===== config.mk =====
export PLATFORM = sky130hd
export DESIGN_NAME = serial_adder
export DESIGN_NICKNAME = d
export VERILOG_FILES = /design/src/rtl/serial_adder_pkg.sv /design/src/rtl/fa_slice.sv /design/src/rtl/serial_adder.sv
export SDC_FILE = /design/constraint.sdc
export NUM_CORES = 1
export LEC_CHECK = 0
export ABC_CLOCK_PERIOD_IN_PS = 2200
export CAP_MARGIN = 20
export CORE_MARGIN = 2
export CORE_UTILIZATION = 45
export DETAILED_ROUTE_END_ITERATION = 16
export DONT_BUFFER_PORTS = 1
export PLACE_DENSITY = 0.71
export SLEW_MARGIN = 0
export SYNTH_ARGS = -nofsm -noshare
export SYNTH_HDL_FRONTEND = slang
export SYNTH_SLANG_ARGS = --single-unit

===== constraint.sdc =====
create_clock -name clk -period 2.2 [get_ports clk]
set_clock_uncertainty 0.15 [all_clocks]
set_input_delay 0.44 -clock clk [delete_from_list [all_inputs] [get_ports clk]]
set_output_delay 0.44 -clock clk [all_outputs]
set_load 0.01 [all_outputs]

===== src/rtl/serial_adder_pkg.sv =====
// Shared types and helpers for the multi-cycle serial adder.
package serial_adder_pkg;

  typedef enum logic [1:0] {
    StIdle = 2'd0,
    StRun  = 2'd1,
    StDone = 2'd2
  } state_e;

  // Ceiling log2; returns 0 for n <= 1.
  function automatic int unsigned clog2(input int unsigned n);
    int unsigned r;
    r = 0;
    while ((64'd1 << r) < 64'(n)) begin
      r++;
    end
    return r;
  endfunction

endpackage


===== src/rtl/fa_slice.sv =====
// Combinational ripple of SLICE full-adder cells; c_msb is the carry into the top cell.
module fa_slice #(
  parameter int unsigned SLICE = 2
) (
  input  logic [SLICE-1:0] a,
  input  logic [SLICE-1:0] b,
  input  logic             ci,
  output logic [SLICE-1:0] s,
  output logic             co,
  output logic             c_msb
);

  logic [SLICE:0] c;

  assign c[0] = ci;

  for (genvar i = 0; i < SLICE; i++) begin : g_cell
    assign s[i]   = a[i] ^ b[i] ^ c[i];
    assign c[i+1] = (a[i] & b[i]) | (a[i] & c[i]) | (b[i] & c[i]);
  end

  assign co    = c[SLICE];
  assign c_msb = c[SLICE-1];

endmodule


===== src/rtl/serial_adder.sv =====
// Serial adder: SLICE bits per clock, WIDTH/SLICE cycles per add, start/done handshake.
// Define SERIAL_ADDER_SUB_EN to add a 'sub' input selecting A - B.
module serial_adder
  import serial_adder_pkg::*;
#(
  parameter int unsigned WIDTH = 8,
  parameter int unsigned SLICE = 2
) (
  input  logic             clk,
  input  logic             reset_n,
  input  logic             start,
  input  logic [WIDTH-1:0] A,
  input  logic [WIDTH-1:0] B,
  input  logic             Ci,
`ifdef SERIAL_ADDER_SUB_EN
  input  logic             sub,
`endif
  output logic             busy,
  output logic             done,
  output logic [WIDTH-1:0] Y,
  output logic             Co,
  output logic             ovf
);

  localparam int unsigned STEPS = WIDTH / SLICE;
  localparam int unsigned CntW  = (clog2(STEPS) < 1) ? 1 : clog2(STEPS);
  localparam logic [CntW-1:0] LastStep = CntW'(STEPS - 1);

  state_e           state_q, state_d;
  logic [WIDTH-1:0] a_q, a_d;
  logic [WIDTH-1:0] b_q, b_d;
  logic [WIDTH-1:0] sum_q, sum_d;
  logic             carry_q, carry_d;
  logic [CntW-1:0]  step_q, step_d;
  logic [WIDTH-1:0] y_q, y_d;
  logic             co_q, co_d;
  logic             ovf_q, ovf_d;

  logic             sub_w;
  logic [SLICE-1:0] slice_s;
  logic             slice_co;
  logic             slice_cmsb;
  logic [WIDTH-1:0] slice_ext;

`ifdef SERIAL_ADDER_SUB_EN
  assign sub_w = sub;
`else
  assign sub_w = 1'b0;
`endif

  fa_slice #(
    .SLICE(SLICE)
  ) u_fa_slice (
    .a    (a_q[SLICE-1:0]),
    .b    (b_q[SLICE-1:0]),
    .ci   (carry_q),
    .s    (slice_s),
    .co   (slice_co),
    .c_msb(slice_cmsb)
  );

  // Slice sum enters at the top of the result register.
  assign slice_ext = WIDTH'(slice_s) << (WIDTH - SLICE);

  always_comb begin
    state_d = state_q;
    a_d     = a_q;
    b_d     = b_q;
    sum_d   = sum_q;
    carry_d = carry_q;
    step_d  = step_q;
    y_d     = y_q;
    co_d    = co_q;
    ovf_d   = ovf_q;
    case (state_q)
      StIdle: begin
        if (start) begin
          a_d     = A;
          b_d     = sub_w ? ~B : B;
          carry_d = sub_w ? 1'b1 : Ci;
          step_d  = '0;
          state_d = StRun;
        end
      end
      StRun: begin
        a_d     = a_q >> SLICE;
        b_d     = b_q >> SLICE;
        sum_d   = (sum_q >> SLICE) | slice_ext;
        carry_d = slice_co;
        step_d  = step_q + CntW'(1);
        if (step_q == LastStep) begin
          y_d     = sum_d;
          co_d    = slice_co;
          ovf_d   = slice_cmsb ^ slice_co;
          state_d = StDone;
        end
      end
      StDone:  state_d = StIdle;
      default: state_d = StIdle;
    endcase
  end

  always_ff @(posedge clk or negedge reset_n) begin
    if (!reset_n) begin
      state_q <= StIdle;
      a_q     <= '0;
      b_q     <= '0;
      sum_q   <= '0;
      carry_q <= 1'b0;
      step_q  <= '0;
      y_q     <= '0;
      co_q    <= 1'b0;
      ovf_q   <= 1'b0;
    end else begin
      state_q <= state_d;
      a_q     <= a_d;
      b_q     <= b_d;
      sum_q   <= sum_d;
      carry_q <= carry_d;
      step_q  <= step_d;
      y_q     <= y_d;
      co_q    <= co_d;
      ovf_q   <= ovf_d;
    end
  end

  assign busy = (state_q == StRun);
  assign done = (state_q == StDone);
  assign Y    = y_q;
  assign Co   = co_q;
  assign ovf  = ovf_q;

endmodule

Word level (Yosys, flattened, before mapping)
Cells that the tools add are included.
{ "classes": {"addsub": 1, "eq_ne": 5, "muxes": 11, "n_bitwise": 16, "n_reduce_logical": 5} }
{ "op_table": {"columns": ["cell", "count"], "rows": [
  ["case mux 8 bit (2 select lines)", 2],
  ["2-to-1 mux 8 bit", 2],
  ["OR 6 x 8 -> 8 bit", 1],
  ["case mux 2 bit (2 select lines)", 2],
  ["bitwise AND 1 bit", 6],
  ["2-to-1 mux 2 bit", 3],
  ["AND reduction 2 bit", 3],
  ["bitwise XOR 1 bit", 5],
  ["== test 2 bit (second input constant)", 2],
  ["OR 1 bit", 4],
  ["adder 2 x 1 -> 2 bit (second input constant)", 1],
  ["== test 2 x 1 -> 1 bit (second input constant)", 1],
  ["logical NOT 2 bit", 1],
  ["!= test 2 x 1 -> 1 bit (second input constant)", 1],
  ["!= test 2 bit (second input constant)", 1],
  ["case mux 1 bit (2 select lines)", 1],
  ["nonzero test 2 bit", 1],
  ["2-to-1 mux 1 bit", 1]
]} }
{ "word_totals": {"ff_bits": 39, "inputBits": 20, "output_inout_bits": 12} }

Logic depth before layout (Yosys ltp)
Gate-level depths: netlist (run 1).
{ "logic_depth": {"depth_word": 7, "ltp_mapped": 5} }

Cells and area by module
A second synthesis (run 1) with hierarchy kept.
{ "hier_totals": {"cells_unflattened": 141, "hier_area_um2": 1781.7} }
{ "by_module_without_submodules": {"columns": ["module", "n_inst", "cells_each", "area_per_inst_um2", "seq_area_each_um2"], "rows": [
  ["serial_adder", 1, 130, 1707.9, 925.9],
  ["fa_slice", 1, 11, 73.8, 0.0]
]} }

Worst setup path after synthesis (run 1)
No wires, ideal clock.
{ "synth_timing": {"path_kind": "flip-flop to flip-flop", "startpoint": "reg a_q[0]", "endpoint": "reg ovf_q (netlist: ovf)", "setup_ns": 0.125, "t_arrival_ns": 1.647, "slack_ns": 0.278, "path_stages_with_launch": 6, "period_less_slack_ns": 1.922, "path_cell_list": "dfrtp_1 > inv_1 > fa_1 > fa_1 > xor2_1 > mux2_2"} }
{ "synth_between": {"elab_chain_len": 7, "word_cells_on_any_way": 9, "classes_between": "bitwise: 9"} }
{ "synth_rtl": {"columns": ["element", "line_no", "rtl"], "rows": [
  ["start: declaration", "serial_adder.sv:30", "logic [WIDTH-1:0] a_q, a_d;"],
  ["start signal: assignment", "serial_adder.sv:106", "a_q <= '0;"],
  ["start signal: assignment", "serial_adder.sv:116", "a_q <= a_d;"],
  ["bitwise AND 1 bit", "fa_slice.sv:19", "assign c[i+1] = (a[i] & b[i]) | (a[i] & c[i]) | (b[i] & c[i]);"],
  ["OR 1 bit * (2 in a row)", "fa_slice.sv:19", null],
  ["bitwise AND 1 bit", "fa_slice.sv:19", null],
  ["OR 1 bit (2 in a row)", "fa_slice.sv:19", null],
  ["bitwise XOR 1 bit *", "serial_adder.sv:94", "ovf_d = slice_cmsb ^ slice_co;"],
  ["end signal: assignment", "serial_adder.sv:123", "ovf_q <= ovf_d;"],
  ["end: declaration", "serial_adder.sv:37", "logic ovf_q, ovf_d;"]
]} }
Every way passes the cells marked *; elsewhere a longest branch is shown, timed or not.
A chain may end at the register's enable or synchronous reset.

Worst setup path in the final report (run 1)
Ends and elaborated chain as after synthesis.

==> flow_summary_export.csv, run 1 <==
group,metric,value,unit
outcome,status,"complete, no violations",
cells_and_area,final_common_cell,"dfrtp_1",
timing,whs,132,ps
timing,tightest_slew,614,ps
cts,cts_tree,"built",
worst_setup_path,cp-start-kind,"register",
synth,yosysSeqAreaShare,0.535,
synth,syn-instance-count,138,
die,die_w,66.0,um
cells_and_area,antenna_cells,0,
timing,finalSetupViolCount,0,
worst_setup_path,crit_type,"register to register",
power,vdd_drop_max,0.596,mV
placement,hpwl,2240,um
synth,syn-num-nets,161,
route,drtAntennaViolNets,0,
timing,fin_crit,2020,ps
route,vias,1064,
grt,antenna_found_initial,0,
grt,gr-total-overflow,0,
route,routed_wl,3200,um
cells_and_area,fill_cells,340,
worst_setup_path,worstPathArrival,2050,ps
synth,synth-seq-cells,37,
timing,tns,0,ps
cells_and_area,final_cell_mix,"37 x dfrtp_1, 19 x inv_1, 12 x nor4b_1",
grt,grt_pass1_wl,5460,um
cts,numClockSinks,37,
power,leakagePower,0.850,nW
synth,syn_area,1730,um2
cells_and_area,regArea,926,um2
route,drt_first_pass_iters,4,
die,io-pin-count,32,
timing,rsz0062_at_grt,"no",
placement,place_ws,180,ps
cts,cts.path.max_buffers,2,
worst_setup_path,max_stage_delay,480,ps
worst_setup_path,crit_top_cell,"fa_1",
job,max_cap_viol_count,0,
cts,cts_setup_buffers,0,
route,drt_iter0_drc,76,
synth,ys_types,27,
worst_setup_path,path_max_fanout,3,
synth,ys_warn_count,0,
cts,cts_root_buf,"clkbuf_8",
route,drcViolationCount,0,
die,num_rows,22,
synth,syn_area_per_cell,12.5,um2
timing,worst_slack,176,ps
timing,drv_slew,0,
placement,io_buffers,0,
cells_and_area,multi_input_area,662,um2
worst_setup_path,required,2220,ps
route,viasPerCell,5.66,
route,routedWlPerCell,17.0,um
worst_setup_path,end_kind,"register",
min_path,hold_path.class,"input port to register",
worst_setup_path,cp_cell_sequence,"inv_1 > fa_1 > fa_1 > xor2_1 > mux2_2",
power,power.total,2.81,mW
cts,insertion_delay,280,ps
worst_setup_path,critPathSlowestCell,"fa_1",
worst_setup_path,path_buf_inv,1,
die,initial_core_util,0.469,
cells_and_area,drive_gt1_frac,0.179,
timing,fmax,494,MHz
cells_and_area,num-nets-final,163,
placement,gp_congestion,0.765,
timing,maxSlewHeadroom,0.590,
cts,cts_buffers,5,
cells_and_area,area_delta_synth_final,7.44,%
grt,grt_max_degree,38,
die,die-height,66.0,um
grt,grt.total_usage,0.168,
timing,fin_crit_sh,0.920,
cts,htreeDepth,2,
grt,grt_pass1_vias,1163,
die,die_area,4360,um2
timing,hold_violations,0,
power,p_per_area,1510,nW/um2
cts,clkTransAtPathRegs,70,ps
die,core-area,3690,um2
worst_setup_path,critPathTopFamily,"adder cells",
## registers in the layout, indices dropped and copies added (netlist names)
| signal | flops |
|---|---|
| Co | 1 |
| Y | 8 |
| a_q | 8 |
| b_q | 8 |
| carry_q | 1 |
| ovf | 1 |
| state_q | 2 |
| step_q | 2 |
| sum_q | 6 |
## power by group
part	leakage (nW)	total, mW	internal [mW]	switching [mW]
combinational	0.372	1.12	0.547	0.572
sequential	0.438	1.24	1.02	0.224
clock	0.0412	0.446	0.219	0.227
## through the flow
stage               instance area [um2]   util  cells
finish                             1860  0.504    188
global placement                   1750  0.474    179
detailed placement                 1750  0.474    179
floorplan                          1730      -    138
CTS                                1860  0.504    188
global route                       1860  0.504    188
## kinds of logic (layout without fill, tap and decap cells)
| kind of cell | count (synthesis) | after routing | share of synthesized area |
|---|---|---|---|
| AOI/OAI and AO/OA | 21 | 21 | 0.107 |
| xor gates and xnor gates | 1 | 1 | 0.00506 |
| adders and majority gates | 3 | 3 | 0.0303 |
| buffers and inverters | 30 | 32 | 0.0831 |
| DFF | 37 | 37 | 0.535 |
| muxes | 17 | 17 | 0.106 |
| and+or+nand+nor | 29 | 29 | 0.134 |
## layout make-up
cell class | instances | share of cell area
Clock buffer | 6 | 0.0390
Clock inverter | 1 | 0.00471
Inverter | 19 | 0.0383
Multi-Input combinational cell | 71 | 0.356
Sequential cell | 37 | 0.498
Tap cell | 48 | 0.0323
Timing Repair Buffer | 6 | 0.0323
## cell usage after synthesis
library cell  count  area (um2)
a211o_1           1        8.76
a211oi_1          7        52.6
a21oi_1           1        5.00
a221oi_1          5        43.8
a22o_1            3        26.3
buf_2             4        20.0
buf_4             1        7.51
buf_6             3        33.8
clkbuf_1          3        11.3
dfrtp_1          37         926
fa_1              2        40.0
ha_1              1        12.5
inv_1            19        71.3
mux2_2           11         124
mux2i_1           6        60.1
nand2b_1          4        25.0
nand3b_1          1        7.51
nor2b_1           1        6.26
nor3b_1           9        67.6
nor4b_1          12         105
nor4bb_1          1        10.0
o21ba_2           1        10.0
o21bai_4          1        18.8
o221a_2           1        11.3
o2bb2ai_1         1        8.76
or4b_1            1        10.0
xor2_1            1        8.76
## final timing paths
path,startpoint,endpoint,slack (ps),cells past startpoint
min,B[7],b_q[7],130,1
max reg2reg,a_q[0],ovf,180,5
min in group asynchronous,reset_n,a_q[0],470,2
max in group asynchronous,reset_n,a_q[7],1240,2
min reg2reg,step_q[0],step_q[0],340,1
max,a_q[0],ovf,180,5
## routing by layer
layer | up-vias | global-route usage | part of all wire
met2 | 29 | 0.260 | 0.50
met1 | 539 | 0.209 | 0.42
met4 | 0 | 0.0842 | 0.020
met3 | 5 | 0.0579 | 0.061
met5 | - | 0 | 0
li1 | 491 | - | -
## timing repair
action / CTS / global route
resized for setup: 0 / 0
hold endpoints to repair: 37 / 0
hold buffers: 2 / 0
endpoints found under the setup margin: 0 / 0
(Power assumes the default switching activity.)
==> run 2, diff against run 1 <==
--- a/config.mk
+++ b/config.mk
@@ -9,6 +9,7 @@
 export CAP_MARGIN = 20
 export CORE_MARGIN = 2
 export CORE_UTILIZATION = 45
+export CTS_BUF_LIST = sky130_fd_sc_hd__clkbuf_2 sky130_fd_sc_hd__clkbuf_4 sky130_fd_sc_hd__clkbuf_8
 export DETAILED_ROUTE_END_ITERATION = 16
 export DONT_BUFFER_PORTS = 1
 export PLACE_DENSITY = 0.71
==> flow_summary_export.csv, run 2 (synthesis results as in run 1) <==
group,metric,value,unit
worst_setup_path,r2r_slack,170,ps
cts,insertion_delay,280,ps
grt,gr-total-overflow,0,
die,die-height,66.0,um
cells_and_area,fin_cells,188,
worst_setup_path,crit_top_cell,"fa_1",
placement,gp_congestion,0.765,
cts,cts_root_buf,"clkbuf_8",
cells_and_area,area_delta_synth_final,7.66,%
grt,grtUsageMet1,0.209,
cts,cts_tree,"built",
worst_setup_path,r2r_end,"ovf",
job,max_cap_viol_count,0,
worst_setup_path,end_kind,"register",
timing,finalSetupViolCount,0,
die,num_rows,22,
route,drt_iter0_drc,76,
timing,rsz0062_at_grt,"no",
worst_setup_path,r2r_cells,5,
cts,cts_setup_buffers,0,
die,initial_core_util,0.469,
power,leakagePower,0.854,nW
route,drt_first_pass_iters,4,
cts,postCtsResizedCells,0,
placement,hpwl,2240,um
grt,antenna_found_initial,0,
worst_setup_path,worstSetupEndpoint,"ovf",
cells_and_area,final_cell_mix,"37 x dfrtp_1, 19 x inv_1, 12 x nor4b_1",
power,power.total,2.82,mW
worst_setup_path,critPathSlowestCell,"fa_1",
cells_and_area,num-nets-final,163,
timing,fin_crit_sh,0.921,
timing,tns,0,ps
power,vdd_drop_max,0.595,mV
timing,maxSlewHeadroom,0.590,
die,core-area,3690,um2
grt,busiest_layer,"met2",
worst_setup_path,r2r_start,"a_q[0]",
cts,numClockSinks,37,
placement,io_buffers,0,
cts,cts_hold_buffers,2,
worst_setup_path,worstPathArrival,2050,ps
worst_setup_path,cp-start-kind,"register",
die,die_area,4360,um2
cts,clkTransAtPathRegs,70,ps
grt,grt_pass1_vias,1163,
cells_and_area,drive_gt1_frac,0.186,
route,viasPerCell,5.68,
grt,grtUsageMet2,0.260,
worst_setup_path,crit_type,"register to register",
route,drcViolationCount,0,
outcome,status,"complete, no violations",
worst_setup_path,startpoint,"a_q[0]",
route,routedWlPerCell,17.0,um
worst_setup_path,path_max_fanout,3,
worst_setup_path,required,2220,ps
grt,grt_pass1_wl,5460,um
grt,gr-usage-met3,0.0579,
min_path,hold_path.class,"input port to register",
power,p_per_area,1510,nW/um2
route,routed_wl,3200,um
timing,fmax,494,MHz
grt,grt.total_usage,0.168,
worst_setup_path,max_stage_delay,480,ps
timing,hold_violations,0,
route,vias,1067,
die,io-pin-count,32,
route,drtAntennaViolNets,0,
worst_setup_path,cp_cell_sequence,"inv_1 > fa_1 > fa_1 > xor2_1 > mux2_2",
timing,tightest_slew,614,ps
cells_and_area,antenna_cells,0,
cells_and_area,final_common_cell,"dfrtp_1",
cts,htreeDepth,2,
die,die_w,66.0,um
timing,drv_slew,0,
grt,grt_max_degree,38,
timing,fin_crit,2030,ps
cts,cts_buffers,5,
cts,cts.path.max_buffers,2,
placement,dp.cells,179,
[run 2: final cells by class]
cell class                 instances  area [um2]
fill                             340        1820
sequential                        37         926
multi-input combinational         71         662
clock buffer                       6        76.3
inverter                          19        71.3
timing repair buffer               6        60.1
tap                               48        60.1
clock inverter                     1        8.76
[run 2: layer usage]
metal,wire [um],vias up
li1,-,491
met1,1350,542
met2,1590,29
met3,194,5
met4,65,0
met5,0,-
[run 2: critical path: cells and delay by family (launching register included)]
family | cells | cell delay, ps
buf+inv | 1 | 70
mux | 1 | 260
xor+xnor | 1 | 180
fa+ha+maj | 2 | 920
flops | 1 | 330
[run 2: worst min-delay path by stage]
stage               slack (ps)  depth (start not counted)    start      to
detailed placement          -5                          0  reset_n    Y[6]
floorplan                   -6                          0  reset_n      Co
global placement            -5                          0  reset_n    Y[1]
CTS                        130                          1     B[7]  b_q[7]
finish                     130                          1     B[7]  b_q[7]
global route               120                          1     B[7]  b_q[7]
[run 2: through the flow]
| step | area, um2 | hold WS [ps] | worst slack (ps) | util |
|---|---|---|---|---|
| after global placement | 1750 | -4.81 | 254 | 0.474 |
| after floorplan | 1730 | -5.59 | 278 | - |
| after global routing | 1860 | 121 | 123 | 0.505 |
| after detailed placement | 1750 | -4.80 | 180 | 0.474 |
| after CTS | 1860 | 125 | 164 | 0.505 |
| final | 1860 | 132 | 175 | 0.505 |
[run 2: power by group]
part           switching (mW)  internal (mW)  total [mW]  leakage (nW)
Sequential              0.224           1.02        1.24         0.438
Clock                   0.227          0.231       0.458        0.0447
Combinational           0.572          0.547        1.12         0.372
Total                    1.02           1.80        2.82         0.854
==> run 3, diff against run 2 <==
--- a/config.mk
+++ b/config.mk
@@ -5,6 +5,7 @@
 export SDC_FILE = /design/constraint.sdc
 export NUM_CORES = 1
 export LEC_CHECK = 0
+export ABC_AREA = 1
 export ABC_CLOCK_PERIOD_IN_PS = 2200
 export CAP_MARGIN = 20
 export CORE_MARGIN = 2
==> flow_summary_export.csv, run 3 <==
group,metric,value,unit
outcome,status,"complete, no violations",
timing,finalSetupViolCount,0,
worst_setup_path,path_max_fanout,3,
synth,async_flop_share,1.00,
route,drcViolationCount,0,
grt,grt.total_usage,0.166,
worst_setup_path,r2r_end,"ovf",
min_path,hp-start,"A[6]",
synth,yosysMostFrequentCell,"nand2_1",
cts,htreeDepth,2,
cts,cts_root_buf,"clkbuf_8",
cells_and_area,final_util,0.497,
cells_and_area,antenna_cells,0,
die,initial_core_util,0.459,
cts,insertion_delay,290,ps
power,p_per_area,1580,nW/um2
die,core-area,3940,um2
synth,syn-instance-count,209,
synth,synth.top_cells.by_count,"53 x nand2_1, 39 x nand3_1, 37 x dfrtp_1",
cts,cts_tree,"built",
timing,fin_crit_sh,0.847,
route,drt_first_pass_iters,5,
placement,dp.cells,251,
worst_setup_path,worstPathArrival,1900,ps
cells_and_area,fin_cells,261,
route,viasPerCell,4.95,
worst_setup_path,r2r_slack,340,ps
die,die-height,67.4,um
cells_and_area,final_cell_mix,"53 x nand2_1, 39 x nand3_1, 37 x dfrtp_1",
cts,numClockSinks,37,
cts,cts.path.max_buffers,2,
synth,ys_warn_count,0,
placement,io_buffers,0,
cts,cts_setup_buffers,0,
synth,synth_ff_type,"dfrtp_1",
grt,antenna_found_initial,0,
die,die_area,4550,um2
synth,synth_edf_count,0,
power,power.total,3.09,mW
cells_and_area,num-nets-final,233,
timing,hold_violations,0,
worst_setup_path,r2r_start,"a_q[0]",
power,vdd_drop_max,0.634,mV
synth,yosys-top-cells-area,"dfrtp_1 51%, nand2_1 11%, nand3_1 11%",
worst_setup_path,required,2240,ps
cts,cts_hold_buffers,2,
placement,hpwl,2130,um
route,routedWlPerCell,12.2,um
timing,worst_slack,338,ps
timing,fin_crit,1860,ps
synth,syn_area,1810,um2
synth,syn-num-nets,232,
route,routed_wl,3190,um
min_path,holdPathEnd,"a_q[6]",
synth,ys_types,20,
synth,yosysSeqAreaShare,0.511,
timing,maxSlewHeadroom,0.717,
grt,gr-total-overflow,0,
min_path,hold_path.class,"input port to register",
worst_setup_path,cp-start-kind,"register",
power,leakagePower,1.03,nW
synth,syn_area_per_cell,8.66,um2
timing,fmax,537,MHz
cells_and_area,area_delta_synth_final,8.15,%
cells_and_area,final_common_cell,"nand2_1",
job,max_cap_viol_count,0,
timing,rsz0062_at_grt,"no",
die,die_w,67.4,um
timing,tns,0,ps
min_path,hold_depth,2,
grt,grt_max_degree,42,
route,drt_iter0_drc,72,
timing,drv_slew,0,
worst_setup_path,end_kind,"register",
die,io-pin-count,32,
worst_setup_path,crit_type,"register to register",
cts,clkTransAtPathRegs,70,ps
route,vias,1292,
cts,postCtsResizedCells,0,
placement,gp_congestion,0.738,
worst_setup_path,r2r_cells,6,
synth,synth-seq-cells,37,
synth,yosysTopAreaCell,"dfrtp_1",
cells_and_area,drive_gt1_frac,0.123,
die,num_rows,23,
grt,grt_pass1_wl,5490,um
placement,place_ws,339,ps
timing,tightest_slew,425,ps
grt,grt_pass1_vias,1182,
route,drtAntennaViolNets,0,
synth,synth_top_area_frac,0.511,
cts,cts_buffers,5,
-- run 3: changes by cell type in the layout (fill, tap and decap cells not counted), sizes merged, moves of 2 or more --
cell | previous run | this run
nand2b | 4 | 0
nand2 | 0 | 57
a22o | 3 | 0
o21ai | 0 | 17
nand3 | 0 | 39
a211oi | 7 | 0
a221oi | 5 | 0
nor4b | 12 | 0
nor3b | 9 | 0
mux2 | 11 | 0
buf | 5 | 3
mux2i | 6 | 0
inv | 19 | 37
nor2 | 0 | 5
-- run 3: kinds of logic after synthesis --
logic type	synth area share
and+or+nand+nor	0.265
xor gates and xnor gates	0.00484
adders and majority gates	0.0290
DFF	0.511
AOI/OAI and AO/OA	0.0677
buffers and inverters	0.122
-- run 3: area by class of cell --
class	instances	area [um2]
Clock buffer	6	82.6
Timing Repair Buffer	4	45.0
Inverter	37	141
Multi-Input combinational cell	125	663
Clock inverter	2	37.5
Fill cell	394	1980
Tap cell	50	62.6
Sequential cell	37	926
-- run 3: per-layer routing --
| layer | up-vias | GRT usage | wire length [um] |
|---|---|---|---|
| li1 | 648 | - | - |
| met1 | 600 | 0.212 | 1490 |
| met2 | 37 | 0.264 | 1480 |
| met3 | 7 | 0.0517 | 169 |
| met4 | 0 | 0.0689 | 49 |
| met5 | - | 0 | 0 |
-- run 3: through the flow --
stage / hold WS, ps / cell area [um2]
after CTS: 117 / 1960
after global routing: 127 / 1960
final: 122 / 1960
after detailed placement: -4.87 / 1810
after global placement: -4.73 / 1810
after floorplan: -5.59 / 1810
-- run 3: worst max-delay path: stages, from the launching register on --
cell and delay [ps]:
dfrtp_1 350, inv_1 60, fa_1 470, fa_1 450
xor2_1 180, nand2_1 60, nand2_1 40
-- run 3: worst max-delay path by stage --
| stage | end | startpoint | depth (start not counted) | slack (ps) |
|---|---|---|---|---|
| after floorplan | ovf | a_q[0] | 6 | 410 |
| after global placement | ovf | a_q[0] | 6 | 370 |
| after detailed placement | ovf | a_q[0] | 6 | 340 |
| after CTS | ovf | a_q[0] | 6 | 330 |
| after global routing | ovf | a_q[0] | 6 | 210 |
| final | ovf | a_q[0] | 6 | 340 |
-- run 3: report_power, final --
part	internal, mW	switching [mW]
clock network	0.368	0.244
registers	1.00	0.216
logic	0.457	0.799
total	1.83	1.26
